[config.mk]
export PLATFORM = sky130hd
export DESIGN_NAME = histogram_readout
export DESIGN_NICKNAME = d
export VERILOG_FILES = /design/src/rtl/hist_pkg.sv /design/src/rtl/hist_peak_tracker.sv /design/src/rtl/histogram_readout.sv
export SDC_FILE = /design/constraint.sdc
export NUM_CORES = 1
export LEC_CHECK = 0
export CAP_MARGIN = 15
export CORE_ASPECT_RATIO = 0.9
export CORE_MARGIN = 1
export CORE_UTILIZATION = 50
export CTS_CLUSTER_DIAMETER = 150
export DETAILED_ROUTE_END_ITERATION = 8
export GPL_ROUTABILITY_DRIVEN = 0
export PLACE_DENSITY = 0.79
export RECOVER_POWER = 100
export REMOVE_ABC_BUFFERS = 1
export SKIP_LAST_GASP = 1
export SLEW_MARGIN = 20
export SYNTH_ARGS = -nofsm -noshare
export SYNTH_HDL_FRONTEND = slang
export SYNTH_SLANG_ARGS = --single-unit
[constraint.sdc]
create_clock -name CLK -period 2.7 [get_ports CLK]
set_input_delay 0.27 -clock CLK [delete_from_list [all_inputs] [get_ports CLK]]
set_output_delay 0.27 -clock CLK [all_outputs]
set_load 0.005 [all_outputs]
[src/rtl/hist_pkg.sv]
// Shared types and default sizing for the histogram read-out engine.
package hist_pkg;

  localparam int HIST_SIZE       = 7;
  localparam int HIST_MAX_NUMBER = 127;
  localparam int ADDR_W          = $clog2(HIST_MAX_NUMBER);

  typedef enum logic [2:0] {IDLE, RD, WT, PR, CLR, DN} readout_state_t;

  typedef logic [ADDR_W-1:0]    bin_addr_t;
  typedef logic [HIST_SIZE-1:0] bin_cnt_t;

endpackage

[src/rtl/hist_peak_tracker.sv]
// Running total and peak bin over the counts accepted during one sweep.
// Ties keep the earlier (lower) bin because only a strictly larger count wins.
module hist_peak_tracker #(
  parameter int SIZE   = 7,
  parameter int ADDR_W = 7
) (
  input  logic                   clk_i,
  input  logic                   rst_i,
  input  logic                   clear_i,
  input  logic                   update_i,
  input  logic [ADDR_W-1:0]      bin_i,
  input  logic [SIZE-1:0]        count_i,
  output logic [SIZE+ADDR_W-1:0] total_o,
  output logic [ADDR_W-1:0]      peak_bin_o
);

  logic [SIZE+ADDR_W-1:0] total_q, total_d;
  logic [SIZE-1:0]        peak_q, peak_d;
  logic [ADDR_W-1:0]      peak_bin_q, peak_bin_d;

  always_comb begin
    total_d    = total_q;
    peak_d     = peak_q;
    peak_bin_d = peak_bin_q;
    if (clear_i) begin
      total_d    = '0;
      peak_d     = '0;
      peak_bin_d = '0;
    end else if (update_i) begin
      total_d = total_q + (SIZE+ADDR_W)'(count_i);
      if (count_i > peak_q) begin
        peak_d     = count_i;
        peak_bin_d = bin_i;
      end
    end
  end

  always_ff @(posedge clk_i or posedge rst_i) begin
    if (rst_i) begin
      total_q    <= '0;
      peak_q     <= '0;
      peak_bin_q <= '0;
    end else begin
      total_q    <= total_d;
      peak_q     <= peak_d;
      peak_bin_q <= peak_bin_d;
    end
  end

  assign total_o    = total_q;
  assign peak_bin_o = peak_bin_q;

endmodule

[src/rtl/histogram_readout.sv]
// Sweeps bins 0..MAX_NUMBER of the histogram memory and streams (bin, count) pairs.
// Define HIST_READOUT_CLEAR_ON_READ_EN to zero each bin right after it is accepted.
module histogram_readout
  import hist_pkg::*;
#(
  parameter int  SIZE       = HIST_SIZE,
  parameter int  MAX_NUMBER = HIST_MAX_NUMBER,
  localparam int BIN_W      = $clog2(MAX_NUMBER)
) (
  input  logic                  CLK,
  input  logic                  RST,
  input  logic                  START,
  output logic                  BUSY,
  output logic                  DONE,
  output logic [BIN_W-1:0]      mem_addr,
  output logic                  mem_rd,
  input  logic [SIZE-1:0]       mem_rdata,
  output logic                  mem_we,
  output logic [SIZE-1:0]       mem_wdata,
  output logic                  out_valid,
  input  logic                  out_ready,
  output logic [BIN_W-1:0]      out_bin,
  output logic [SIZE-1:0]       out_count,
  output logic [SIZE+BIN_W-1:0] total,
  output logic [BIN_W-1:0]      peak_bin
);

  localparam logic [BIN_W-1:0] LAST_BIN = BIN_W'(MAX_NUMBER);

  // Output handshake: a pair transfers on a rising CLK when out_valid and
  // out_ready are both high; once raised, out_valid/out_bin/out_count hold
  // until that transfer happens.

  readout_state_t   state_q;
  logic             busy_q;
  logic             done_q;
  logic             mem_rd_q;
  logic             out_valid_q;
  logic [BIN_W-1:0] mem_addr_q;
  logic [BIN_W-1:0] out_bin_q;
  logic [SIZE-1:0]  out_count_q;

  logic start_ok;
  logic handshake;
  logic last_bin;

  assign start_ok  = (state_q == IDLE) && START;
  assign handshake = (state_q == PR) && out_valid_q && out_ready;
  assign last_bin  = (out_bin_q == LAST_BIN);

`ifdef HIST_READOUT_CLEAR_ON_READ_EN
  logic mem_we_q;
  assign mem_we = mem_we_q;
`else
  assign mem_we = 1'b0;
`endif
  assign mem_wdata = '0;

  always_ff @(posedge CLK or posedge RST) begin
    if (RST) begin
      state_q     <= IDLE;
      busy_q      <= 1'b0;
      done_q      <= 1'b0;
      mem_rd_q    <= 1'b0;
      out_valid_q <= 1'b0;
      mem_addr_q  <= '0;
      out_bin_q   <= '0;
      out_count_q <= '0;
`ifdef HIST_READOUT_CLEAR_ON_READ_EN
      mem_we_q    <= 1'b0;
`endif
    end else begin
      done_q   <= 1'b0;
      mem_rd_q <= 1'b0;
`ifdef HIST_READOUT_CLEAR_ON_READ_EN
      mem_we_q <= 1'b0;
`endif
      case (state_q)
        IDLE: begin
          if (START) begin
            state_q    <= RD;
            busy_q     <= 1'b1;
            mem_rd_q   <= 1'b1;
            mem_addr_q <= '0;
          end
        end
        RD: state_q <= WT;
        WT: begin
          out_count_q <= mem_rdata;
          out_bin_q   <= mem_addr_q;
          out_valid_q <= 1'b1;
          state_q     <= PR;
        end
        PR: begin
          if (handshake) begin
            out_valid_q <= 1'b0;
`ifdef HIST_READOUT_CLEAR_ON_READ_EN
            // mem_addr still points at the bin just accepted.
            state_q  <= CLR;
            mem_we_q <= 1'b1;
`else
            if (last_bin) begin
              state_q <= DN;
              busy_q  <= 1'b0;
            end else begin
              state_q    <= RD;
              mem_addr_q <= mem_addr_q + BIN_W'(1);
              mem_rd_q   <= 1'b1;
            end
`endif
          end
        end
`ifdef HIST_READOUT_CLEAR_ON_READ_EN
        CLR: begin
          if (last_bin) begin
            state_q <= DN;
            busy_q  <= 1'b0;
          end else begin
            state_q    <= RD;
            mem_addr_q <= mem_addr_q + BIN_W'(1);
            mem_rd_q   <= 1'b1;
          end
        end
`endif
        DN: begin
          done_q     <= 1'b1;
          mem_addr_q <= '0;
          state_q    <= IDLE;
        end
        default: state_q <= IDLE;
      endcase
    end
  end

  hist_peak_tracker #(
    .SIZE   (SIZE),
    .ADDR_W (BIN_W)
  ) u_peak (
    .clk_i      (CLK),
    .rst_i      (RST),
    .clear_i    (start_ok),
    .update_i   (handshake),
    .bin_i      (out_bin_q),
    .count_i    (out_count_q),
    .total_o    (total),
    .peak_bin_o (peak_bin)
  );

  assign BUSY      = busy_q;
  assign DONE      = done_q;
  assign mem_rd    = mem_rd_q;
  assign mem_addr  = mem_addr_q;
  assign out_valid = out_valid_q;
  assign out_bin   = out_bin_q;
  assign out_count = out_count_q;

endmodule

==> key figures, run 1 <==
Yosys
  • Seq/Total Area, Yosys: 48.5%
  • YS warnings: 0
  • Mapped Avg Cell Area: 10.2 µm²
  • Cells after Synth: 284
  • EDFF count, synth: 0
  • Synth Register Bits: 56
  • Post-synth top area share: 48.5%
  • Commonest cells post-synth: dfrtp_1 (56), nand2_1 (34), o21ai_0 (27)
  • Predominant post-synthesis flop cell: dfrtp_1
  • FFs w/ async S/R, synth: 100%
  • Synth cell types: 48
  • Top cells by area, synth: dfrtp_1 (48%), ha_1 (6.5%), o21ai_0 (4.7%)
  • Top-count cell post-synth: dfrtp_1
  • Yosys top cell by area: dfrtp_1
  • Synthesized cell area: 0.00289 mm²

Final layout
  • Syn-to-layout area delta: 23.4%
  • Diode count: 0
  • Final net count: 369
  • Layout cell share with drive strength beyond 1: 8.16%

Drt
  • Final ANT Viol Nets: 0
  • Detailed Routing Iterations Pass 1: 4
  • WL final: 6120 µm
  • Vias/cell: 5.51
  • DR vias: 2,261
  • Drc violations: 0
  • Routed WL per cell: 14.9 µm
  • Iteration-0 DRC Markers: 158

GRT
  • Largest net degree at the start of global routing: 57
  • Number of global-route vias before repair: 2,048
  • First-pass GRT wire length: 9990 µm
  • GRT Util Overall: 22.1%
  • Total grt overflow: 0
  • Initial antenna violation count: 0

Pwr
  • Static leakage: 1.76 nW
  • Share of total power in the clock network: 13.6%
  • Maximum vdd drop: 589 µV
  • Internal power: 2.13 mW
  • P_sw: 1.33 mW
  • Total power: 3.47 mW
  • Switching share of power: 38.5%
  • Combinational Power Share: 47.0%
  • Seq pwr share: 39.4%
  • Pwr dens: 972 mW/mm²

Setup path
  • Arrival @ worst endpoint: 2.62 ns
  • Reg-to-reg critical path endpoint: u_peak.total_o[10]
  • FF-to-FF setup slack: 0.32 ns
  • Setup crit end: u_peak.total_o[10]
  • Setup crit end kind: flip-flop
  • Path depth of the worst reg2reg path: 7
  • Crit path kind: flip-flop to flip-flop
  • Crit. Startpoint: out_count[0]
  • Critical Path Fanout Max: 6
  • CP startpoint kind: flip-flop
  • Worst Path Required: 2.93 ns
  • Critical R2R Launch: out_count[0]

Timing
  • Slew Limit Headroom: 9.32%
  • Slew Limit Fails: 0
  • RSZ-0062 raised after global routing: no
  • Worst slew pin tran: 1.36 ns
  • Fin crit share: 88.2%
  • Final TNS setup: 0 ns
  • Final Hold Vio Count: 0
  • Fin crit period: 2.38 ns
  • # setup viols final: 0
  • Max Clock Skew: 0.00715 ns
  • Fmax: 0.420 GHz

Floorplanning
  • Total core area: 0.00541 mm²
  • Die Footprint: 0.00609 mm²
  • Initial Util: 53.4%
  • Die X: 82.2 µm
  • I/O pin cnt: 65
  • Die Y: 74.1 µm
  • Row cnt: 25

Outcome
  • Status: complete, no violations

Place
  • # port buffers: 56
  • HPWL after detailed placement: 4380 µm

Clocking
  • Total CTS buffers: 5
  • Htree depth: 2
  • Post-CTS Hold Buffers: 0
  • Clk sinks: 56
  • Clock root buffer: clkbuf_8
  • CTS resizes: 0
  • Worst-path clk slew: 0.09 ns
  • TritonCTS clock tree: built
  • Setup Fix Bufs, Post-CTS: 0
  • Clk Latency, worst-skew pair: 0.31 ns
  • Clk buf depth: 2

Worst hold path
  • Worst hold path type: flip-flop to flip-flop
  • WHS Path Cells: 1

Run
  • Max_cap viols: 0
## power by group through the flow
stage               combinational [mW]  sequential [mW]  clock, mW
finish                            1.63             1.37      0.470
global route                      1.86             1.41      0.518
CTS                               1.73             1.38      0.479
detailed placement                1.71             1.39          0
global placement                  1.66             1.38          0
floorplan                         1.03             1.35          0
## layout make-up
class / instances / area, µm²
clock buffer: 6 / 82.6
clock inverter: 2 / 10.0
fill: 449 / 1840
inverter: 21 / 78.8
multi-input combinational: 196 / 1330
sequential: 56 / 1400
tap: 67 / 83.8
timing repair buffer: 62 / 584
## cell families after synthesis
kind of cell,after synthesis,share of synthesized area [%]
buffers and inverters,39,6.53
DFF,56,48.5
other,1,0.130
and+or+nand+nor,75,13.1
xor gates and xnor gates,4,1.21
adders and majority gates,16,7.18
AOI/OAI and AO/OA,74,16.4
muxes,19,7.01
## state kept, by name, indices dropped and copies added (netlist names)
| signal | count |
|---|---|
| u_peak.peak_q | 7 |
| u_peak.total_o | 14 |
| DONE | 1 |
| out_valid | 1 |
| out_count | 7 |
| mem_rd | 1 |
| BUSY | 1 |
| u_peak.peak_bin_o | 7 |
| out_bin | 7 |
| state_q | 3 |
| mem_addr | 7 |
## worst max-delay path, stage by stage (launching register included)
cell and delay, ns:
dfrtp_1 0.40, ha_1 0.24, fa_1 0.43, a211oi_1 0.22, nor2_1 0.11, o31ai_1 0.57, o21ai_0 0.20, a21oi_1 0.14
## metrics by stage
step	area, µm²	worst slack (ns)	util, %	hold slack, ns	cells
after global routing	3570	0.0474	65.9	0.543	410
after global placement	3520	0.414	65.0	0.486	402
final	3570	0.318	65.9	0.510	410
after CTS	3610	0.312	66.7	0.341	410
after floorplan	2810	0.436	-	0.387	273
after detailed placement	3520	0.350	65.0	0.493	402
## worst min path at each step
stage               slack, ns         startpoint                end
detailed placement       0.49          out_valid          out_valid
finish                   0.51          out_valid          out_valid
global route             0.54  u_peak.total_o[8]  u_peak.total_o[8]
floorplan                0.39       mem_rdata[0]       out_count[0]
CTS                      0.34                RST        mem_addr[6]
global placement         0.49          out_valid          out_valid
## placed cells by master, fill, tap and decap left out, types with 4 or more instances in the layout
cell             Yosys  final
o31ai_1              5      5
a31oi_1              4      4
clkdlybuf4s50_1      0      9
clkbuf_8             0      6
dfrtp_1             56     56
dlygate4sd3_1        0     47
nor2_1              13     13
conb_1               1      8
ha_1                15     15
mux2i_1              9      9
mux2_2              10     10
nand2_1             34     34
or3_1                4      4
a21oi_1             12     12
clkbuf_1             7      5
a41oi_1              4      4
o21ai_0             27     27
nand3_1              4      4
inv_1               21     20
a211oi_1             5      5
## per-layer routing
layer  GRT usage, %  up-vias  wire length (µm)
met5              0        -                 0
met4           6.43        0                41
met3           3.31        5               289
met2           34.3       66              2820
met1           32.1     1085              2960
li1               -     1105                 -
(Power assumes the default switching activity.)
==> inputs of run 2 (changes only) <==
--- a/config.mk
+++ b/config.mk
@@ -5,14 +5,14 @@
 export SDC_FILE = /design/constraint.sdc
 export NUM_CORES = 1
 export LEC_CHECK = 0
-export CAP_MARGIN = 15
+export CAP_MARGIN = 10
 export CORE_ASPECT_RATIO = 0.9
 export CORE_MARGIN = 1
 export CORE_UTILIZATION = 50
 export CTS_CLUSTER_DIAMETER = 150
 export DETAILED_ROUTE_END_ITERATION = 8
 export GPL_ROUTABILITY_DRIVEN = 0
-export PLACE_DENSITY = 0.79
+export PLACE_DENSITY = 0.88
 export RECOVER_POWER = 100
 export REMOVE_ABC_BUFFERS = 1
 export SKIP_LAST_GASP = 1
==> run 2 against run 1 <==
  * Fmax is 0.44% lower
  * Global-route usage is 2.0 points higher
  * Register-to-register slack hardly changed
  * Critical path type unchanged
  * Largest cell class unchanged
==> key figures, run 2 (same netlist as run 1, synthesis figures left out) <==
Pwr
  • Pwr dens: 990 mW/mm² (was 972 mW/mm²)
  • Static leakage: 1.76 nW (about the same)
  • Maximum vdd drop: 463 µV (was 589 µV)

Final layout
  • Commonest non-fill, non-tap cell in the layout: dfrtp_1 (unchanged)
  • Final Cell Area: 0.00357 mm² (unchanged)
  • Layout cell share with drive strength beyond 1: 7.87% (was 8.16%)
  • Final net count: 369 (unchanged)
  • Diode count: 0 (unchanged)
  • Commonest non-fill, non-tap cells in the layout: dfrtp_1 (56), dlygate4sd3_1 (47), nand2_1 (34), o21ai_0 (27), inv_1 (21) (was dfrtp_1 (56), dlygate4sd3_1 (47), nand2_1 (34), o21ai_0 (27), inv_1 (20))
  • Largest register FFs: 14 (unchanged)
  • Syn-to-layout area delta: 23.4% (unchanged)

GRT
  • Number of global-route vias before repair: 2,362 (was 2,048)
  • First-pass GRT wire length: 11,100 µm (was 9990 µm)
  • GRT Util Overall: 24.0% (was 22.1%)
  • Largest net degree at the start of global routing: 29 (was 57)
  • Initial antenna violation count: 0 (unchanged)
  • Total grt overflow: 0 (unchanged)

Drt
  • DR vias: 2,356 (was 2,261)
  • Drc violations: 0 (unchanged)
  • Vias/cell: 5.75 (was 5.51)
  • Iteration-0 DRC Markers: 91 (was 158)
  • Final ANT Viol Nets: 0 (unchanged)
  • Detailed Routing Iterations Pass 1: 4 (unchanged)
  • WL final: 6550 µm (was 6120 µm)
  • Routed WL per cell: 16.0 µm (was 14.9 µm)

Floorplanning
  • Die X: 82.2 µm (unchanged)
  • Initial Util: 53.4% (unchanged)
  • Total core area: 0.00541 mm² (unchanged)
  • Die Y: 74.1 µm (unchanged)
  • Row cnt: 25 (unchanged)
  • I/O pin cnt: 65 (unchanged)
  • Die Footprint: 0.00609 mm² (unchanged)

Setup path
  • Crit. Startpoint: out_count[1] (was out_count[0])
  • Reg-to-reg critical path endpoint: u_peak.peak_bin_o[4] (was u_peak.total_o[10])
  • CP peak stage delay: 0.62 ns (was 0.57 ns)
  • Crit path kind: flip-flop to flip-flop (unchanged)
  • Arrival @ worst endpoint: 2.62 ns (about the same)
  • CP startpoint kind: flip-flop (unchanged)
  • Critical path, cell by cell: ha_1 -> nor2b_1 -> o21ai_0 -> a21oi_1 -> o221ai_1 -> clkbuf_2 -> mux2i_1 (was ha_1 -> fa_1 -> a211oi_1 -> nor2_1 -> o31ai_1 -> o21ai_0 -> a21oi_1)
  • Worst path slowest cell: o221ai_1 (was o31ai_1)
  • Setup crit end kind: flip-flop (unchanged)
  • Delay-heaviest family, CP: compound AO/OA/AOI/OAI gates (unchanged)
  • Crit path buffers/inverters: 1 (was 0)
  • Critical Path Fanout Max: 7 (was 6)
  • FF-to-FF setup slack: 0.31 ns (was 0.32 ns)
  • Worst Path Required: 2.93 ns (about the same)
  • Path depth of the worst reg2reg path: 7 (unchanged)
  • Critical R2R Launch: out_count[1] (was out_count[0])

Clocking
  • Setup Fix Bufs, Post-CTS: 0 (unchanged)
  • Clk buf depth: 2 (unchanged)
  • Clk sinks: 56 (unchanged)
  • TritonCTS clock tree: built (unchanged)
  • Total CTS buffers: 5 (unchanged)
  • Worst-path clk slew: 0.09 ns (about the same)
  • Htree depth: 2 (unchanged)
  • Clock root buffer: clkbuf_8 (unchanged)
  • CTS resizes: 0 (unchanged)
  • Clk Latency, worst-skew pair: 0.31 ns (about the same)
  • Post-CTS Hold Buffers: 0 (unchanged)

Timing
  • Fmax: 0.418 GHz (was 0.420 GHz)
  • Final TNS setup: 0 ns (unchanged)
  • Slew Limit Fails: 0 (unchanged)
  • Final Hold Vio Count: 0 (unchanged)
  • Max Clock Skew: 0.00941 ns (was 0.00715 ns)
  • Worst slew pin tran: 1.06 ns (was 1.36 ns)
  • RSZ-0062 raised after global routing: no (unchanged)
  • Slew Limit Headroom: 29.3% (was 9.32%)
  • Fin crit share: 88.6% (was 88.2%)
  • # setup viols final: 0 (unchanged)
  • Fin crit period: 2.39 ns (was 2.38 ns)

Worst hold path
  • WHS Path Cells: 1 (unchanged)
  • Worst hold endpoint: out_valid (unchanged)
  • Worst hold path type: flip-flop to flip-flop (unchanged)
  • Worst hold start: out_valid (unchanged)

Place
  • # port buffers: 56 (unchanged)
  • DP Area: 0.00350 mm² (was 0.00352 mm²)
  • HPWL after detailed placement: 4730 µm (was 4380 µm)

Outcome
  • Status: complete, no violations (unchanged)

Run
  • Max_cap viols: 0 (unchanged)
[run 2: how the worst max path moves through the flow]
stage	endpoint	slack, ns	cells after the start
finish	u_peak.peak_bin_o[4]	0.31	7
floorplan	mem_addr[2]	0.44	4
detailed placement	u_peak.total_o[10]	0.24	7
global route	u_peak.peak_bin_o[5]	0.09	7
CTS	u_peak.total_o[10]	0.13	7
global placement	u_peak.total_o[10]	0.46	7
[run 2: area by class of cell]
type	count	area (µm²)
tap	67	83.8
clock buffer	8	90.1
fill	427	1840
inverter	21	78.8
multi-input combinational	196	1330
sequential	56	1400
timing repair buffer	62	588
[run 2: routing by layer]
layer  global-route usage, %  part of all wire, %  vias to the layer above
li1                        -                    -                     1105
met4                    6.63                  1.0                        0
met2                    40.3                   49                       68
met1                    31.9                   44                     1174
met3                    4.91                  5.1                        9
met5                       0                    0                        -
[run 2: where the power goes]
part / leakage [nW] / internal [mW] / switching, mW
registers: 0.716 / 1.10 / 0.273
logic: 0.996 / 0.837 / 0.851
clock network: 0.0455 / 0.210 / 0.257
[run 2: worst register-to-register path, stage by stage (launching register included)]
cell,delay [ns]
dfrtp_1,0.46
ha_1,0.33
nor2b_1,0.13
o21ai_0,0.16
a21oi_1,0.09
o221ai_1,0.62
clkbuf_2,0.34
mux2i_1,0.20
[run 2: per-stage QoR]
stage	hold WS, ns	setup WS [ns]	utilization (%)	cells	power [mW]
2_1_floorplan	0.387	0.436	-	273	2.37
3_3_place_gp	0.484	0.457	64.7	402	3.01
3_5_place_dp	0.488	0.239	64.7	402	3.13
4_1_cts	0.368	0.133	66.4	410	3.61
5_1_grt	0.542	0.0878	65.9	410	3.81
6_report	0.496	0.307	65.9	410	3.53
==> inputs of run 3 (changes only) <==
--- a/config.mk
+++ b/config.mk
@@ -8,11 +8,11 @@
 export CAP_MARGIN = 10
 export CORE_ASPECT_RATIO = 0.9
 export CORE_MARGIN = 1
-export CORE_UTILIZATION = 50
+export CORE_UTILIZATION = 27
 export CTS_CLUSTER_DIAMETER = 150
 export DETAILED_ROUTE_END_ITERATION = 8
 export GPL_ROUTABILITY_DRIVEN = 0
-export PLACE_DENSITY = 0.88
+export PLACE_DENSITY = 0.57
 export RECOVER_POWER = 100
 export REMOVE_ABC_BUFFERS = 1
 export SKIP_LAST_GASP = 1
==> run 3 against run 2 <==
  * The flow now finishes with violations (DRC)
  * Fmax increased by 3.9%
  * Sequential share of layout area decreased by 1.5 points
  * Global-route usage decreased by 11 points
  * Clock power increased by 45%
  * Power increased by 4.1%
  * Combinational power decreased by 4%
  * Worst setup slack improved by 0.091 ns
  * First-iteration DRC count decreased by 32%
  * Cell area increased by 4.0%
  * Core utilization decreased by 30 points
  * Sequential power about the same
  * Critical endpoint is now u_peak.total_o[12]
==> key figures, run 3 (same netlist as run 1, synthesis figures left out) <==
Floorplanning
  • Die Footprint: 0.0111 mm² (was 0.00609 mm²)
  • I/O pin cnt: 65 (unchanged)
  • Die X: 111 µm (was 82.2 µm)
  • Row cnt: 35 (was 25)
  • Die Y: 100 µm (was 74.1 µm)
  • Total core area: 0.0103 mm² (was 0.00541 mm²)
  • Initial Util: 28.0% (was 53.4%)

Outcome
  • Violations in the final reports: DRC
  • Status: complete, but fails checks (was complete, no violations)

Drt
  • Drc violations: 10 (was 0)
  • Iteration-0 DRC Markers: 62 (was 91)
  • Detailed Routing Iterations Pass 1: 6 (was 4)
  • WL final: 6700 µm (was 6550 µm)
  • DR vias: 2,269 (was 2,356)
  • Vias/cell: 4.81 (was 5.75)
  • Routed WL per cell: 14.2 µm (was 16.0 µm)
  • Final ANT Viol Nets: 0 (unchanged)

Clocking
  • Clock root buffer: clkbuf_16 (was clkbuf_8)
  • Worst-path clk slew: 0.07 ns (was 0.09 ns)
  • CTS resizes: 0 (unchanged)
  • TritonCTS clock tree: built (unchanged)
  • Setup Fix Bufs, Post-CTS: 0 (unchanged)
  • Clk sinks: 56 (unchanged)
  • Htree depth: 2 (unchanged)
  • Total CTS buffers: 5 (unchanged)
  • Post-CTS Hold Buffers: 0 (unchanged)
  • Clk Latency, worst-skew pair: 0.29 ns (was 0.31 ns)
  • Clk buf depth: 2 (unchanged)

Pwr
  • Combinational Power Share: 44.4% (was 47.8%)
  • P_sw: 1.35 mW (was 1.38 mW)
  • Static leakage: 1.79 nW (was 1.76 nW)
  • Seq pwr share: 37.1% (was 39.0%)
  • Internal power: 2.33 mW (was 2.15 mW)
  • Switching share of power: 36.6% (was 39.1%)
  • Share of total power in the clock network: 18.5% (was 13.2%)
  • Maximum vdd drop: 297 µV (was 463 µV)
  • Pwr dens: 991 mW/mm² (was 990 mW/mm²)

Setup path
  • Critical Path Fanout Max: 6 (was 7)
  • Setup crit end kind: flip-flop (unchanged)
  • Worst path slowest cell: fa_1 (was o221ai_1)
  • Worst Path Required: 2.87 ns (was 2.93 ns)
  • CP peak stage delay: 0.45 ns (was 0.62 ns)
  • Crit path kind: flip-flop to flip-flop (unchanged)
  • Critical path, cell by cell: ha_1 -> fa_1 -> a211oi_1 -> nor2_1 -> o31ai_1 -> clkbuf_1 -> or4_1 -> a21oi_1 (was ha_1 -> nor2b_1 -> o21ai_0 -> a21oi_1 -> o221ai_1 -> clkbuf_2 -> mux2i_1)
  • Arrival @ worst endpoint: 2.47 ns (was 2.62 ns)
  • CP startpoint kind: flip-flop (unchanged)

Timing
  • Final hold slack: 0.491 ns (was 0.496 ns)
  • Slew Limit Fails: 0 (unchanged)
  • Fmax: 0.434 GHz (was 0.418 GHz)
  • # setup viols final: 0 (unchanged)
  • Max Clock Skew: 0.00395 ns (was 0.00941 ns)
  • Final Hold Vio Count: 0 (unchanged)
  • RSZ-0062 raised after global routing: no (unchanged)
  • Final TNS setup: 0 ns (unchanged)
  • Fin crit period: 2.30 ns (was 2.39 ns)
  • Slew Limit Headroom: 29.0% (was 29.3%)
  • Fin crit share: 85.3% (was 88.6%)
  • Worst slew pin tran: 1.06 ns (about the same)

Final layout
  • Final net count: 370 (was 369)
  • Layout cell share with drive strength beyond 1: 7.87% (unchanged)
  • Fillers: 1,057 (was 427)
  • Diode count: 0 (unchanged)
  • Final Cell Area: 0.00371 mm² (was 0.00357 mm²)
  • Commonest non-fill, non-tap cell in the layout: dfrtp_1 (unchanged)
  • Commonest non-fill, non-tap cells in the layout: dfrtp_1 (56), dlygate4sd3_1 (46), nand2_1 (34), o21ai_0 (27), inv_1 (21) (was dfrtp_1 (56), dlygate4sd3_1 (47), nand2_1 (34), o21ai_0 (27), inv_1 (21))
  • Largest register FFs: 14 (unchanged)
  • Final cell count without fillers: 472 (was 410)
  • Syn-to-layout area delta: 28.3% (was 23.4%)

GRT
  • Total grt overflow: 0 (unchanged)
  • GRT Util Overall: 12.8% (was 24.0%)
  • Initial antenna violation count: 0 (unchanged)
  • Number of global-route vias before repair: 2,215 (was 2,362)
  • First-pass GRT wire length: 11,300 µm (was 11,100 µm)
  • Largest net degree at the start of global routing: 31 (was 29)

Place
  • HPWL after detailed placement: 4890 µm (was 4730 µm)
  • DP Area: 0.00360 mm² (was 0.00350 mm²)
  • Post-Place Cells: 465 (was 402)
  • # port buffers: 56 (unchanged)

Run
  • Max_cap viols: 0 (unchanged)

Worst hold path
  • Worst hold path type: flip-flop to flip-flop (unchanged)
## run 3: cell type report
type                       count  area (µm²)  area share [%]
inverter                      21        78.8            2.12
multi-input combinational    196        1330            35.7
sequential                    56        1400            37.8
tap                          129         161            4.35
timing repair buffer          63         592            15.9
clock buffer                   7         153            4.11
## run 3: critical path: cells and delay by family, from the launching register on
family                     cells  cell delay, ns
AOI/OAI and AO/OA              3            0.54
adders and majority gates      2            0.71
buffers and inverters          1            0.26
DFF                            1            0.41
and+or+nand+nor                2            0.26
## run 3: layer usage
metal | global-route usage, % | vias to the layer above | wire (µm)
li1 | - | 1111 | -
met1 | 18.3 | 1082 | 3450
met2 | 19.5 | 66 | 2850
met3 | 3.02 | 10 | 335
met4 | 2.91 | 0 | 64
met5 | 0 | - | 0
## run 3: path summary, 6_finish.rpt
check                              from                 end  slack (ns)  depth (start not counted)
setup reg to reg           out_count[0]  u_peak.total_o[12]        0.40                          8
min in group asynchronous           RST                DONE        0.69                          2
max in group asynchronous           RST   u_peak.total_o[1]        0.69                          3
hold / removal                out_valid           out_valid        0.49                          1
hold reg to reg               out_valid           out_valid        0.49                          1
setup / recovery           out_count[0]  u_peak.total_o[12]        0.40                          8
## run 3: stage by stage
step | setup WS, ns | utilization, % | power, mW
floorplan | 0.436 | - | 2.37
global placement | 0.544 | 34.8 | 3.12
detailed placement | 0.536 | 34.8 | 3.14
CTS | 0.521 | 36.3 | 3.83
global route | 0.234 | 35.9 | 4.01
finish | 0.398 | 35.9 | 3.68
## run 3: power groups by stage
stage	clock network [mW]	registers (mW)	logic [mW]
floorplan	0	1.35	1.03
detailed placement	0	1.39	1.75
global route	0.735	1.41	1.86
finish	0.679	1.36	1.63
global placement	0	1.39	1.73
CTS	0.695	1.38	1.76
